--- src/rtl/cpu_clock_pkg.sv ---
// Shared types and the half-period helper for the PHI2 generator.
package cpu_clock_pkg;

    typedef enum logic [1:0] {
        IDLE = 2'd0,
        PHI1 = 2'd1,
        PHI2 = 2'd2
    } cpu_clock_state_t;

    typedef enum logic [1:0] {
        SPEED_1X = 2'd0,
        SPEED_2X = 2'd1,
        SPEED_4X = 2'd2,
        SPEED_8X = 2'd3
    } cpu_speed_t;

    // Ticks spent in each PHI2 phase at the given speed.
    function automatic int unsigned half_ticks(input int unsigned cycle_ticks, input cpu_speed_t speed);
        return (cycle_ticks >> speed) / 2;
    endfunction

endpackage

--- src/rtl/cpu_clock_gen.sv ---
// PHI2 generator for the 6502 wrapper with speed select, clean run/halt and edge strobes.
// Optional PHI2-high stretching via `define CPU_CLOCK_STRETCH_EN (adds stretch_i).
module cpu_clock_gen
    import cpu_clock_pkg::*;
#(
    parameter int unsigned CYCLE_TICKS = 64,
    parameter int unsigned SETUP_TICKS = 2
) (
    input  logic       sys_clock_i,
    input  logic       reset_n_i,
    input  logic       run_i,
    input  logic [1:0] speed_i,
`ifdef CPU_CLOCK_STRETCH_EN
    input  logic       stretch_i,
`endif
    output logic       cpu_clock_o,
    output logic       phi2_rise_o,
    output logic       phi2_fall_o,
    output logic       data_setup_o,
    output logic       halted_o
);

    localparam int CW = $clog2(CYCLE_TICKS / 2);

    if (CYCLE_TICKS < 16 || (CYCLE_TICKS & (CYCLE_TICKS - 1)) != 0 ||
        SETUP_TICKS < 1 || SETUP_TICKS >= CYCLE_TICKS / 16) begin : g_bad_params
        $error("cpu_clock_gen: illegal CYCLE_TICKS/SETUP_TICKS combination");
    end

    cpu_clock_state_t state;
    cpu_speed_t       spd;
    logic [CW-1:0]    cnt;
    logic [CW-1:0]    load_new;
    logic [CW-1:0]    load_cur;
    logic             stretch;

`ifdef CPU_CLOCK_STRETCH_EN
    assign stretch = stretch_i;
`else
    assign stretch = 1'b0;
`endif

    // load_new uses the live speed for a PHI1 entry; load_cur keeps PHI2 at the latched speed.
    assign load_new = CW'(half_ticks(CYCLE_TICKS, cpu_speed_t'(speed_i)) - 1);
    assign load_cur = CW'(half_ticks(CYCLE_TICKS, spd) - 1);

    always_ff @(posedge sys_clock_i or negedge reset_n_i) begin
        if (!reset_n_i) begin
            state        <= IDLE;
            spd          <= SPEED_1X;
            cnt          <= '0;
            cpu_clock_o  <= 1'b0;
            phi2_rise_o  <= 1'b0;
            phi2_fall_o  <= 1'b0;
            data_setup_o <= 1'b0;
            halted_o     <= 1'b1;
        end else begin
            phi2_rise_o  <= 1'b0;
            phi2_fall_o  <= 1'b0;
            data_setup_o <= 1'b0;
            case (state)
                IDLE: begin
                    cpu_clock_o <= 1'b0;
                    halted_o    <= 1'b1;
                    if (run_i) begin
                        spd      <= cpu_speed_t'(speed_i);
                        cnt      <= load_new;
                        state    <= PHI1;
                        halted_o <= 1'b0;
                    end
                end
                PHI1: begin
                    if (cnt == '0) begin
                        state       <= PHI2;
                        cpu_clock_o <= 1'b1;
                        phi2_rise_o <= 1'b1;
                        cnt         <= load_cur;
                    end else begin
                        cnt <= cnt - 1'b1;
                    end
                end
                PHI2: begin
                    // Counter parks at 0 during a stretch, so the setup strobe cannot repeat.
                    if (cnt == CW'(SETUP_TICKS))
                        data_setup_o <= 1'b1;
                    if (cnt != '0) begin
                        cnt <= cnt - 1'b1;
                    end else if (!stretch) begin
                        cpu_clock_o <= 1'b0;
                        phi2_fall_o <= 1'b1;
                        if (run_i) begin
                            spd   <= cpu_speed_t'(speed_i);
                            cnt   <= load_new;
                            state <= PHI1;
                        end else begin
                            state    <= IDLE;
                            halted_o <= 1'b1;
                        end
                    end
                end
                default: state <= IDLE;
            endcase
        end
    end

endmodule

--- config.mk ---
export PLATFORM = sky130hd
export DESIGN_NAME = cpu_clock_gen
export DESIGN_NICKNAME = d
export VERILOG_FILES = /design/src/rtl/cpu_clock_pkg.sv /design/src/rtl/cpu_clock_gen.sv
export SDC_FILE = /design/constraint.sdc
export NUM_CORES = 1
export LEC_CHECK = 0
export CELL_PAD_IN_SITES_DETAIL_PLACEMENT = 2
export CELL_PAD_IN_SITES_GLOBAL_PLACEMENT = 2
export CORE_ASPECT_RATIO = 1.75
export CORE_UTILIZATION = 33
export CTS_BUF_LIST = sky130_fd_sc_hd__clkbuf_4
export DETAILED_ROUTE_END_ITERATION = 6
export MAX_ROUTING_LAYER = met4
export PLACE_DENSITY = 0.75
export SETUP_SLACK_MARGIN = 0.5
export SLEW_MARGIN = 20
export SYNTH_ARGS = -nofsm -noshare
export SYNTH_HDL_FRONTEND = slang
export SYNTH_SLANG_ARGS = --single-unit
--- constraint.sdc ---
create_clock -name sys_clock_i -period 1.9 [get_ports sys_clock_i]
set_input_delay 0.38 -clock sys_clock_i [delete_from_list [all_inputs] [get_ports sys_clock_i]]
set_output_delay 0.38 -clock sys_clock_i [all_outputs]
set_load 0.01 [all_outputs]
==> impl_metrics.json <==
{
  "status": "finished, final reports clean",
  "grt_pass1_vias": 970,
  "postLayoutCoreUtil_pct": 52.7,
  "worst_setup_path_start_kind": "register",
  "ys_types": 36,
  "setup_slack_ns": 0.131,
  "crit_type": "register to register",
  "antenna_found_initial": 0,
  "overflow": 0,
  "comb_power_share_pct": 64.4,
  "p_sw_share_pct": 41.9,
  "grt_max_degree": 15,
  "clock-sinks": 14,
  "slew_violations": 0,
  "critPathTopFamily": "flip-flops",
  "post_drt_wl_per_cell_um": 22.5,
  "cts_tree": "done",
  "port_buffers": 9,
  "antenna_left": 0,
  "holdCritPathClass": "input pin to asynchronous set/reset pin",
  "yosysSeqAreaShare_pct": 40.0,
  "netlist_area_um2": 880,
  "design_area_um2": 1330,
  "synth_ff_type": "dfrtp_1",
  "period_share_pct": 93.1,
  "switching_power_mw": 0.861,
  "core_um2": 2520,
  "powerDensity_nw_per_um2": 1550,
  "synthArstFlopShare_pct": 100,
  "routed_wl_mm": 3.45,
  "synth-seq-cells": 14,
  "cts_buffers": 3,
  "critPathBufInv": 2,
  "drive_gt1_share_pct": 48.0,
  "finClkSkew_ns": 0.00130,
  "place_area_um2": 1080,
  "clkLatencyLatePin_ns": 0.29,
  "cpMaxStageDelayCell": "dfrtp_1",
  "fin_hold_ws_ns": 0.406,
  "pre_cts_slack_ns": -0.00327,
  "synthesis.nets": 99,
  "seqPwrFrac_pct": 26.4,
  "crit_fanout": 3,
  "synthCells": 87,
  "min_period_ns": 1.77,
  "hold_viol": 0,
  "dpl.hpwl_mm": 2.09,
  "required_ns": 2.08,
  "start_util_pct": 34.9,
  "drt_iter0_drc": 15,
  "viasPerCell": 5.60,
  "rsz0062_at_grt": "true",
  "vias": 857,
  "yosysWarnings": 0,
  "die_h_um": 70.3,
  "synth-edff-count": 0,
  "holdBufCountCts": 0,
  "slew-limit-headroom_pct": 78.9,
  "clkPwrFrac_pct": 9.2,
  "n_antenna_cell": 0,
  "nets": 140,
  "die_area_um2": 2880,
  "path_clk_slew_ns": 0.10,
  "peakVddDrop_mv": 0.670,
  "avgSynthCellArea_um2": 10.1,
  "firstDrtPassIters": 4,
  "ios": 10,
  "critical_path_arrival_ns": 1.95,
  "grt_pass1_wl_mm": 5.06,
  "h-tree-depth": 1,
  "root_buffer": "clkbuf_4",
  "p_leak_nw": 0.655,
  "post-route-drc-count": 0,
  "crit_chain": "inv_2 > ha_4 > nor4b_4 > buf_4 > nand2_2 > a21boi_4 > mux2_4",
  "cts_buffer_depth": 2,
  "die_w_um": 41.0,
  "tightest_slew_ns": 0.317,
  "rows": 24,
  "grtUsageTotal_pct": 26.9,
  "gp_congestion": 0.784,
  "p_int_mw": 1.19,
  "setup_viol": 0,
  "timing.fmax_mhz": 565,
  "cpPeakStageDelay_ns": 0.40,
  "syn_to_final_growth_pct": 51.1,
  "cp-end-kind": "register",
  "maxCapViolCount": 0,
  "tns_ns": 0
}
==> final cells by class <==
cell class	instances	area [um^2]
fillers	268	1190
clock inverters	1	3.75
well taps	26	32.5
inverters	7	26.3
flip-flops and latches	14	352
repair buffers	37	302
multi-input cells	65	591
clock buffers	3	22.5
==> kinds of logic (layout without fill, tap and decap cells) <==
family          count (synthesis)  in the layout  synth area share (%)
xor+xnor                        3              3                  2.99
fa+ha+maj                       7              7                  9.96
buf+inv                         8             48                  4.27
compound gates                 24             24                  19.3
mux                             3              3                  3.70
simple gates                   28             28                  19.8
flops                          14             14                  40.0
==> worst paths after layout <==
check	start	endpoint	slack [ns]	cells past startpoint
max	cnt[0]	spd[0]	0.13	7
min	reset_n_i	cnt[2]	0.41	2
max reg2reg	cnt[0]	spd[0]	0.13	7
min reg2reg	cpu_clock_o	cpu_clock_o	0.54	2
max in group asynchronous	reset_n_i	halted_o	1.25	2
min in group sys_clock_i	cpu_clock_o	cpu_clock_o	0.54	2
==> timing repair <==
item | in CTS | in global routing
setup buffers | 11 | 5
pin swaps | 8 | 6
gates resized for setup | 28 | 12
endpoints found under the hold margin | 0 | 0
cloned | 0 | 0
endpoints found under the setup margin | 18 | 12
==> metrics by stage <==
| step | total power [mW] | instances |
|---|---|---|
| after floorplan | 1.04 | 87 |
| final | 2.05 | 153 |
| after detailed placement | 1.39 | 133 |
| after CTS | 1.86 | 148 |
| after global routing | 2.17 | 153 |
| after global placement | 1.35 | 133 |
==> per-layer routing <==
layer,up-vias,GRT usage (%),wire length (um)
met5,-,-,0
met4,0,6.67,50
met3,4,1.90,29
met2,9,48.4,2080
met1,447,28.9,1290
li1,397,-,-
==> worst reg2reg max path, cell delays in order, from the launching register on <==
cell and delay (ns):
dfrtp_1 0.40, inv_2 0.10, ha_4 0.14, nor4b_4 0.22, buf_4 0.19, nand2_2 0.08, a21boi_4 0.21, mux2_4 0.32
==> synthesized netlist by cell type, drive strengths merged, types with 2 or more instances <==
cell	n	area share, %
mux2	2	2.6
a21oi	5	2.8
o21ai	6	3.4
inv	7	3.0
nor4	2	1.4
ha	7	10
o22ai	2	1.4
a221o	2	2.4
nor2b	2	1.4
nand2b	3	2.1
and3	2	1.6
xor2	3	3.0
nand2	7	3.0
nor3b	2	1.7
nor2	5	2.4
dfrtp	13	37
==> flip-flops by register name, indices dropped and copies added, names as in the netlist <==
signal / cells
spd: 2
halted_o: 1
data_setup_o: 1
cpu_clock_o: 1
phi2_fall_o: 1
phi2_rise_o: 1
state: 2
cnt: 5
==> layout by cell type, fill, tap and decap left out, drive strengths merged, types with 3 or more instances in the layout <==
cell           instances
a21oi                  5
nor2                   5
xor2                   3
clkdlybuf4s50          4
dlygate4sd2            4
clkbuf                 3
o21ai                  6
dfrtp                 13
inv                    7
ha                     7
nand2b                 3
buf                   29
nand2                  7
==> power groups by stage <==
stage / Combinational, mW / Sequential (mW) / Clock (mW)
final: 1.32 / 0.543 / 0.189
after floorplan: 0.534 / 0.511 / 0
after detailed placement: 0.847 / 0.541 / 0
after CTS: 1.14 / 0.528 / 0.193
after global placement: 0.816 / 0.532 / 0
after global routing: 1.41 / 0.555 / 0.204
(Power assumes the default switching activity.)
